`src/rtl/mem_rd_arbiter.sv`:
```
// rtl/mem_rd_arbiter.sv - round-robin read-port arbiter with bounded lock bursts and tagged response return
`ifndef MEM_ADDR_WIDTH
`define MEM_ADDR_WIDTH 16
`endif
`ifndef MEM_DATA_WIDTH
`define MEM_DATA_WIDTH 8
`endif

module mem_rd_arbiter #(
    parameter int N_REQ    = 4,
    parameter int RD_LAT   = 1,
    parameter int LOCK_MAX = 8,
    parameter int AW       = `MEM_ADDR_WIDTH,
    parameter int DW       = `MEM_DATA_WIDTH
) (
    input  logic                clk_i,
    input  logic                reset_i,
    input  logic [N_REQ-1:0]    req_i,
    input  logic [N_REQ-1:0]    req_lock_i,
    input  logic [N_REQ*AW-1:0] req_addr_i,
    output logic [N_REQ-1:0]    gnt_o,
    output logic [AW-1:0]       ram_addr_o,
    output logic                ram_rd_o,
    input  logic [DW-1:0]       ram_rdata_i,
    output logic [N_REQ-1:0]    rsp_valid_o,
    output logic [DW-1:0]       rsp_data_o
);

    localparam int IW = $clog2(N_REQ);
    localparam int CW = $clog2(LOCK_MAX + 1);

    typedef enum logic {FREE, LOCKED} state_t;

    state_t          state_q;
    logic [IW-1:0]   lock_id_q;
    logic [CW-1:0]   lock_cnt_q;
    logic [IW-1:0]   ptr_q;
    logic            excl_vld_q;
    logic [IW-1:0]   excl_id_q;

    logic            gnt_any;
    logic [IW-1:0]   gnt_idx;
    logic [IW-1:0]   nxt_ptr;
    logic            lock_hold;
    int              rr_j;

    // Scan from the highest offset down so the lowest offset from ptr wins.
    always_comb begin
        gnt_any   = 1'b0;
        gnt_idx   = '0;
        rr_j      = 0;
        lock_hold = (state_q == LOCKED) && req_i[lock_id_q];
        if (!reset_i) begin
            if (lock_hold) begin
                gnt_any = 1'b1;
                gnt_idx = lock_id_q;
            end else begin
                for (int i = N_REQ - 1; i >= 0; i--) begin
                    rr_j = int'(ptr_q) + i;
                    if (rr_j >= N_REQ) rr_j = rr_j - N_REQ;
                    if (req_i[rr_j] && !(excl_vld_q && int'(excl_id_q) == rr_j)) begin
                        gnt_any = 1'b1;
                        gnt_idx = IW'(rr_j);
                    end
                end
            end
        end
    end

    always_comb begin
        gnt_o = '0;
        if (gnt_any) gnt_o[gnt_idx] = 1'b1;
    end

    assign ram_rd_o   = gnt_any;
    assign ram_addr_o = gnt_any ? req_addr_i[gnt_idx*AW +: AW] : '0;
    assign nxt_ptr    = (gnt_idx == IW'(N_REQ - 1)) ? '0 : gnt_idx + 1'b1;

    always_ff @(posedge clk_i) begin
        if (reset_i) begin
            state_q    <= FREE;
            lock_id_q  <= '0;
            lock_cnt_q <= '0;
            ptr_q      <= '0;
            excl_vld_q <= 1'b0;
            excl_id_q  <= '0;
        end else begin
            excl_vld_q <= 1'b0;
            if (state_q == LOCKED && !req_i[lock_id_q]) begin
                state_q    <= FREE;
                lock_cnt_q <= '0;
            end
            if (gnt_any) begin
                if (lock_hold) begin
                    if (!req_lock_i[gnt_idx]) begin
                        state_q    <= FREE;
                        lock_cnt_q <= '0;
                        ptr_q      <= nxt_ptr;
                    end else if (int'(lock_cnt_q) + 1 >= LOCK_MAX) begin
                        // Burst exhausted: rotate and keep k out of the very next round.
                        state_q    <= FREE;
                        lock_cnt_q <= '0;
                        ptr_q      <= nxt_ptr;
                        excl_vld_q <= 1'b1;
                        excl_id_q  <= gnt_idx;
                    end else begin
                        lock_cnt_q <= lock_cnt_q + 1'b1;
                    end
                end else begin
                    ptr_q <= nxt_ptr;
                    if (req_lock_i[gnt_idx]) begin
                        if (LOCK_MAX <= 1) begin
                            excl_vld_q <= 1'b1;
                            excl_id_q  <= gnt_idx;
                        end else begin
                            state_q    <= LOCKED;
                            lock_id_q  <= gnt_idx;
                            lock_cnt_q <= CW'(1);
                        end
                    end
                end
            end
        end
    end

    logic [N_REQ-1:0] tag_q [RD_LAT];
    logic [N_REQ-1:0] tag_d [RD_LAT];
    logic [DW-1:0]    rsp_data_q;

    always_comb begin
        tag_d[0] = gnt_o;
        for (int s = 1; s < RD_LAT; s++) tag_d[s] = tag_q[s-1];
    end

    // Data is latched on the edge that moves its tag into the last stage.
    always_ff @(posedge clk_i) begin
        if (reset_i) begin
            for (int s = 0; s < RD_LAT; s++) tag_q[s] <= '0;
            rsp_data_q <= '0;
        end else begin
            for (int s = 0; s < RD_LAT; s++) tag_q[s] <= tag_d[s];
            if (|tag_d[RD_LAT-1]) rsp_data_q <= ram_rdata_i;
        end
    end

    assign rsp_valid_o = tag_q[RD_LAT-1];
    assign rsp_data_o  = rsp_data_q;

endmodule

```
`config.mk`:
```
export PLATFORM = sky130hd
export DESIGN_NAME = mem_rd_arbiter
export DESIGN_NICKNAME = d
export VERILOG_FILES = /design/src/rtl/mem_rd_arbiter.sv
export SDC_FILE = /design/constraint.sdc
export NUM_CORES = 1
export LEC_CHECK = 0
export ABC_AREA = 1
export CAP_MARGIN = 15
export CELL_PAD_IN_SITES_DETAIL_PLACEMENT = 0
export CELL_PAD_IN_SITES_GLOBAL_PLACEMENT = 1
export CORE_MARGIN = 1
export CORE_UTILIZATION = 37
export CTS_CLUSTER_DIAMETER = 100
export DETAILED_ROUTE_END_ITERATION = 8
export DONT_BUFFER_PORTS = 1
export PLACE_DENSITY = 0.81
export SYNTH_ARGS = -nofsm -noshare
export SYNTH_HDL_FRONTEND = slang
export SYNTH_SLANG_ARGS = --single-unit
```
`constraint.sdc`:
```
create_clock -name clk_i -period 2.4 [get_ports clk_i]
set_input_delay 0.24 -clock clk_i [delete_from_list [all_inputs] [get_ports clk_i]]
set_output_delay 0.24 -clock clk_i [all_outputs]
set_load 0.01 [all_outputs]
```
==> results.cfg <==
[outcome]
status = complete, but fails checks
violations = setup timing

[pwr]
p_leak_nw = 1.49
p_per_area_nw_per_um2 = 1240
max-vdd-ir-drop_uv = 603
power_w = 0.00401

[detailed_routing]
wl_met3_um = 459
post_drt_via_cell_ratio = 5.27
routed.top_layer = met4
met2_length_mm = 3.83
drtIter0Drc = 183
drc = 0
vias = 2624
drt-pass1-iter-count = 4
antenna_left = 0
wl_per_cell_um = 15.6
met1Wirelength_mm = 3.19
drt_wl_total_mm = 7.76

[clock_tree]
hold_buffers = 0
clk_pin_slew_ns = 0.09
clk_latency_ns = 0.27
cts_tree = built
cts_sinks = 24
cts_buffers = 3
htree_levels = 1
root_buffer = clkbuf_8
clockBufferDepth = 2

[place]
place_worst_setup_slack_ns = -0.0773
io_buffers = 0
gp_congestion = 0.860
dp_hpwl_mm = 4.77

[layout]
layout.nets = 518
drive_gt1_frac = 0.364
layout-area-overhead-vs-synth_pct = 44.4
diodes = 0

[grt]
grt_first_pass_wirelength_mm = 10.3
grt_pass1_vias = 2267
grt_max_degree = 25
grt_usage = 0.206
grt_overflow = 0
antenna_found_initial = 0

[synth]
syn_avg_cell_area_um2 = 5.81
synthCells = 386
netlist_area_um2 = 2240
synth_seq_cells = 24
ys_top_cells_by_area = dfxtp_1 21%, nor2_1 17%, nand2_1 11%
synth_commonest_cells = 104 x nor2_1, 64 x nand2_1, 32 x inv_1, 30 x o21ai_0
synth_top_area_share = 0.214
syn_nets = 477
yosysMostFrequentCell = nor2_1
yosysTopAreaCell = dfxtp_1
synth-seq-area-share = 0.214
synth_edf_count = 0
yosysWarnings = 0
synth_ff_type = dfxtp_1
async_flop_share = 0
ys_types = 27

[hold_path]
whs_endpoint = lock_cnt_q[3]
hold_path_depth = 1
hold_class = in2reg
min_from = reset_i

[sta]
worst_pin_slew_ns = 0.416
fin_ws_ns = -0.368
hold_viol = 0
relSlewSlack = 0.722
finalMaxSlewViolations = 0
max_freq_ghz = 0.361
period_share = 1.15
min_period_ns = 2.77
rsz0062_at_grt = yes
setup_viol = 32
skew_ns = 0.00615

[worst_setup_path]
reg2regPathDepth = 24
cp.required_ns = 2.16
reg2reg_slack_ns = -0.29
critPathMaxFanout = 6
rr_endpoint = lock_cnt_q[0]
critPathLaunchType = register
end_kind = output port
reg2reg_from = ptr_q[0]
critical_path_class = reg2out
cp.arrival_ns = 2.53

[floorplan]
core_area_um2 = 5680
initial_utilization = 0.395
die_w_um = 79.8
core.rowCount = 27
pin_count = 115
die_area_um2 = 6370
die_h_um = 79.8

[run]
max_cap_viol_count = 0
## timing repair
action,in CTS,in global routing
resized for setup,40,90
gates cloned,2,11
endpoints found under the setup margin,28,33
setup buffers,6,15
pin swaps,9,38
## stage by stage
stage          std cells  cell area (um^2)  setup TNS, ns  hold WS [ns]  utilization
6_report             498              3240          -9.25        0.0212        0.570
5_1_grt              498              3240         -14.12       0.00618        0.570
4_1_cts              472              2640          -4.11        0.0170        0.465
3_5_place_dp         460              2390         -0.847         0.312        0.422
3_3_place_gp         460              2390        -0.0340         0.311        0.422
2_1_floorplan        386              2280              0         0.383            -
## cell usage in the layout (no fill, tap or decap), types with 6 or more instances in the layout
master / count
o21ai_1: 29
nand2_1: 56
a21oi_2: 20
nand2_4: 7
nand4_1: 6
nor2_4: 12
inv_1: 28
buf_4: 24
o21ai_0: 12
nor2_1: 82
nand2_2: 13
buf_12: 7
inv_2: 9
buf_6: 7
nor2_2: 15
nand3_1: 22
dfxtp_1: 22
## per-layer routing
metal,vias up,GRT usage
met5,-,0
met4,0,0.0696
met3,25,0.0309
met2,113,0.369
met1,1175,0.247
li1,1311,-
## logic make-up (layout without fill, tap and decap cells)
family                   Yosys count  count (layout)  share of synthesized area
flip-flops                        24              24                      0.214
buffers and inverters             57              96                      0.140
AND/OR/NAND/NOR                  224             225                      0.434
adder cells (fa/ha/maj)            9               9                     0.0503
AO/OA/AOI/OAI                     72              72                      0.161
## area by class of cell
class,instances,area (um^2)
Clock buffer,3,41.3
Clock inverter,1,30.0
Fill cell,528,2440
Inverter,41,189
Multi-Input combinational cell,306,1830
Sequential cell,24,485
Tap cell,72,90.1
Timing Repair Buffer,43,494
Timing Repair inverter,8,80.1
## how the worst max path moves through the flow
stage                endpoint  depth (start not counted)  startpoint  slack (ns)
2_1_floorplan        gnt_o[1]                         18    ptr_q[0]        0.04
3_3_place_gp   ram_addr_o[12]                         19    ptr_q[0]       -0.01
3_5_place_dp    ram_addr_o[6]                         15    ptr_q[0]       -0.08
4_1_cts         ram_addr_o[8]                         17    ptr_q[0]       -0.26
5_1_grt         ram_addr_o[3]                         19    ptr_q[1]       -0.54
6_report       ram_addr_o[10]                         19    ptr_q[1]       -0.37
## critical path, stage by stage, from the launching register on
cell and delay (ns):
dfxtp_2 0.35, inv_2 0.05, ha_4 0.27, inv_4 0.08
buf_4 0.10, nand2_1 0.04, nand2_1 0.06, nor2_2 0.05
o22ai_1 0.18, inv_1 0.08, nand2_1 0.08, nand2_2 0.07
nand2_4 0.12, nand2_8 0.08, buf_6 0.16, inv_4 0.08
nor2_1 0.05, nor2_1 0.09, o21ai_1 0.08, a21oi_2 0.18
## power breakdown
group	switching [W]	internal, W	total, W
sequential	0.0000780	0.000482	0.000560
clock	0.000132	0.000223	0.000355
combinational	0.00177	0.00132	0.00309
## state kept, by name, summed over array words and instances (netlist names)
name / count
state_q: 1
rsp_data_o: 8
excl_vld_q: 1
excl_id_q: 2
lock_id_q: 2
tag_q: 4
lock_cnt_q: 4
ptr_q: 2
No activity file was read; power rests on OpenSTA's default activity.
